===== src/rtl/prog_clock_counter.sv =====
// Programmable LED clock counter: prescaled tick, configurable modulus, up/down,
// wrap/saturate/one-shot modes, synchronous load, terminal-count pulse and sticky overflow.
module prog_clock_counter #(
    parameter int unsigned WIDTH     = 4,
    parameter int unsigned MAX_COUNT = (2 ** WIDTH) - 1,
    parameter int unsigned PRESCALE  = 1
) (
    input  logic             clk,
    input  logic             rst,
    input  logic             en,
    input  logic             dir,
    input  logic [1:0]       mode,
    input  logic             load,
    input  logic [WIDTH-1:0] load_val,
    input  logic             clr_ovf,
    output logic [WIDTH-1:0] out,
    output logic             tick,
    output logic             tc,
    output logic             ovf,
    output logic             running
);

    localparam int unsigned      PW      = (PRESCALE > 1) ? $clog2(PRESCALE) : 1;
    localparam logic [WIDTH-1:0] MAX_C   = WIDTH'(MAX_COUNT);
    localparam logic [PW-1:0]    PS_LAST = PW'(PRESCALE - 1);

    localparam logic [1:0] MODE_SAT  = 2'b01;
    localparam logic [1:0] MODE_ONCE = 2'b10;

    typedef enum logic {
        RUN  = 1'b0,
        HALT = 1'b1
    } state_t;

    state_t           state;
    logic [PW-1:0]    presc;

    logic             step_c;
    logic             at_bound_c;
    logic             halt_c;
    logic [WIDTH-1:0] bound_c;
    logic [WIDTH-1:0] next_out_c;
    logic [WIDTH-1:0] load_clamp_c;

    // Next count for a step, evaluated with the dir/mode present at the step.
    always_comb begin
        step_c       = en && (presc == PS_LAST);
        bound_c      = dir ? '0 : MAX_C;
        at_bound_c   = (out == bound_c);
        next_out_c   = out;
        halt_c       = 1'b0;
        load_clamp_c = (load_val > MAX_C) ? MAX_C : load_val;
        if (at_bound_c) begin
            case (mode)
                MODE_SAT:  next_out_c = out;
                MODE_ONCE: halt_c     = 1'b1;
                default:   next_out_c = dir ? MAX_C : '0;
            endcase
        end else begin
            next_out_c = dir ? (out - WIDTH'(1)) : (out + WIDTH'(1));
        end
    end

    // Prescaler, counter, RUN/HALT state and flags; priority rst > load > step.
    always_ff @(posedge clk) begin
        if (rst) begin
            out     <= '0;
            presc   <= '0;
            tick    <= 1'b0;
            tc      <= 1'b0;
            ovf     <= 1'b0;
            state   <= RUN;
            running <= 1'b1;
        end else begin
            // tick reflects prescaler rollover even in HALT or on a load cycle
            tick <= step_c;
            if (en) begin
                presc <= (presc == PS_LAST) ? '0 : (presc + PW'(1));
            end
            if (load) begin
                out     <= load_clamp_c;
                presc   <= '0;
                state   <= RUN;
                running <= 1'b1;
                tc      <= 1'b0;
                if (clr_ovf) begin
                    ovf <= 1'b0;
                end
            end else begin
                tc <= 1'b0;
                if (step_c && (state == RUN)) begin
                    out <= next_out_c;
                    if (at_bound_c) begin
                        tc <= 1'b1;
                    end
                    if (halt_c) begin
                        state   <= HALT;
                        running <= 1'b0;
                    end
                end
                if (step_c && (state == RUN) && at_bound_c) begin
                    ovf <= 1'b1;
                end else if (clr_ovf) begin
                    ovf <= 1'b0;
                end
            end
        end
    end

endmodule

===== config.mk =====
export PLATFORM = sky130hd
export DESIGN_NAME = prog_clock_counter
export DESIGN_NICKNAME = d
export VERILOG_FILES = /design/src/rtl/prog_clock_counter.sv
export SDC_FILE = /design/constraint.sdc
export NUM_CORES = 1
export LEC_CHECK = 0
export ABC_AREA = 1
export CORE_MARGIN = 2
export CORE_UTILIZATION = 40
export DETAILED_ROUTE_END_ITERATION = 7
export GPL_ROUTABILITY_DRIVEN = 0
export PLACE_DENSITY = 0.7
export SYNTH_ARGS = -nofsm -noshare
export SYNTH_HDL_FRONTEND = slang
export SYNTH_SLANG_ARGS = --single-unit

===== constraint.sdc =====
create_clock -name clk -period 1.9 [get_ports clk]
set_input_delay 0.19 -clock clk [delete_from_list [all_inputs] [get_ports clk]]
set_output_delay 0.19 -clock clk [all_outputs]
set_load 0.03 [all_outputs]

==> summary.md <==
| Metric | Value |
|---|---|
| Run status | complete, no violations |
| Core outline area | 1330 sq um |
| Die W | 42.3 microns |
| Die area | 1790 sq um |
| Max VDD drop | 0.286 mV |
| N_diodes | 0 |
| Root Buffer | clkbuf_4 |
| CP Depth | 1 |
| Hold Path Class | reg2reg |
| Max-cap violations | 0 |
| WHS | 0.457 ns |
| Commonest cells in the netlist | nor2_1, nand2_1, inv_1, dfxtp_1, nand3_1 |
| Non-Filler Instances | 130 |
| Pwr dens | 666 nW/um^2 |
| Vias in the first global route | 547 |
| Ratio of cells with drive above 1 in the final layout | 8.70% |
| Area Growth Syn to Fin | 41.3% |
| DP Wirelength | 1090 microns |
| Final setup fails | 0 |
| TritonCTS Sinks | 9 |
| Reg2reg setup slack | 0.44 ns |
| Critical path peak fanout | 8 |
| Leak pwr | 0.406 nW |
| CP bufs+invs | 1 |
| Drt wl/cell | 10.0 microns |
| Max Freq | 601 MHz |
| Share of the synthesized area in the top cell type | 30.6% |
| Initial antenna violation count | 0 |
| Slew HR | 79.6% |
| Cell variety after synth | 16 |
| Pre-antenna DRT Iters | 4 |
| Fin crit period | 1.66 ns |
| Worst Hold Launch | running$_SDFFE_PP1P_ |
| Post-synthesis cell area | 588 sq um |
| Cell with the most instances after synthesis | nor2_1 |
| Total power | 553 uW |
| Register area share after synthesis | 30.6% |
| Hold Crit Depth | 2 |
| Avg Cell Area, Syn | 6.46 sq um |
| Warnings, synthesis | 0 |
| Worst-path cell chain | clkdlybuf4s50_1 |
| Slew Limit Fails | 0 |
| Post-cts sizing count | 0 |
| Final core occ | 62.3% |
| Number of synthesized flops with an enable pin | 0 |
| All-layer global routing usage | 17.2% |
| Hold endpoint | running$_SDFFE_PP1P_ |
| RSZ-0062 raised after global routing | no |
| CTS tree | done |
| Min setup slack post-route | 0.235 ns |
| Largest cells by area after synthesis | dfxtp_1, nor2_1, nand2_1, inv_1, ha_1 |
| Placed Area | 805 sq um |
| Synth area leader | dfxtp_1 |
| Post-CTS Setup Inserts | 0 |
| DRC | 0 |
| Mapped Cells | 91 |
| Worst path top cell family by delay | buffers and inverters |
| Final Hold Violating Endpoints | 0 |
| Setup Total Neg Slack | 0 ns |
| Via count | 624 |
| H-tree levels | 1 |
| Chip height | 42.3 microns |
| Final period util | 87.6% |
| CTS buffer count | 3 |
| Net Count, Synth | 107 |
| Dpl cells | 126 |
| Worst path arrival time | 1.47 ns |
| R2R cell count | 10 |
| Clock latency on the worst-skew pair | 0.26 ns |
| Fin area | 831 sq um |
| Global-route wire length before repair | 2260 microns |
| Largest net degree at the start of global routing | 9 |
| Gr ovfl total | 0 |
| Clock buffer depth | 2 |
| Critical path class | reg2out |
| Hold_buf cts | 0 |
| Critical R2R Launch | out[2]$_SDFFE_PP0P_ |
| Slowest-stage cell, CP | clkdlybuf4s50_1 |
| Most used DFF post-synth | dfxtp_1 |
| Final nets | 132 |
| IO buf count | 19 |
| Routed Antenna Nets | 0 |
| IO Count | 20 |
| Number of fill cells in the layout | 121 |
| FF-to-FF End | out[1]$_SDFFE_PP0P_ |
| FFs w/ async S/R, synth | 0% |
| CP max stage delay | 0.73 ns |
| Initial core utilization | 44.1% |
| Crit start category | flop |
| Worst-path clk slew | 0.06 ns |
| Data required, critical path | 1.71 ns |
| Slew at the pin with the worst max-slew slack | 0.305 ns |
| CP endpoint kind | primary output |
| Routed WL | 1300 microns |
| Clock Skews | 0.00145 ns |
| Placement row count | 13 |
| Number of synthesized register bits | 9 |
| Vias per cell | 4.80 |
| Iter 0 DRT Violations | 17 |
| Pre-CTS setup slack | 0.00287 ns |
cell usage in the layout (no fill, tap or decap):
cell type	count
nand3_1	4
nand2_2	2
o21ai_0	1
clkbuf_1	1
xnor2_1	1
a21oi_1	3
nor2_1	23
nand2_4	2
buf_4	1
nand2_1	21
clkdlybuf4s50_1	19
a21oi_2	1
o32ai_1	1
nor2_4	1
nand4_1	2
fa_1	1
inv_1	16
dfxtp_1	9
clkbuf_4	3
ha_1	3
cell type report:
class                           instances  area [sq um]  share of cell area (%)
Clock buffer                            4          26.3                    3.16
Inverter                               16          60.1                    7.23
Multi-Input combinational cell         66           348                    41.9
Sequential cell                         9           180                    21.7
Tap cell                               15          18.8                    2.26
Timing Repair Buffer                   20           198                    23.8
cells by family after synthesis:
family          share of synthesized area (%)
buf+inv                                  10.2
xor+xnor                                 1.49
simple gates                             41.5
fa+ha+maj                                9.79
compound gates                           6.38
flops                                    30.6
layer usage:
| metal | GRT usage, % | routed length (microns) | part of all wire (%) |
|---|---|---|---|
| met5 | 0 | 0 | 0 |
| met1 | 21.1 | 607 | 47 |
| met3 | 6.47 | 77 | 5.9 |
| met2 | 24.6 | 562 | 43 |
| met4 | 11.3 | 52 | 4.0 |
worst max-delay path by stage:
stage                        start                  end
6_report       out[0]$_SDFFE_PP0P_               out[0]
5_1_grt                        dir  out[3]$_SDFFE_PP0P_
4_1_cts        out[0]$_SDFFE_PP0P_               out[0]
3_5_place_dp                   dir  out[1]$_SDFFE_PP0P_
3_3_place_gp                   dir  out[3]$_SDFFE_PP0P_
2_1_floorplan  out[2]$_SDFFE_PP0P_  out[3]$_SDFFE_PP0P_
where the power goes:
| group | leakage [nW] | internal [mW] | switching [mW] |
|---|---|---|---|
| clock | 0.0150 | 0.0811 | 0.0695 |
| sequential | 0.0740 | 0.200 | 0.0141 |
| combinational | 0.317 | 0.0839 | 0.105 |
state kept, by name, summed over array words and instances (netlist names):
| name | count |
|---|---|
| out | 4 |
| ovf | 1 |
| running | 1 |
| state | 1 |
| tc | 1 |
| tick | 1 |
Power figures use the tool's default switching activity.
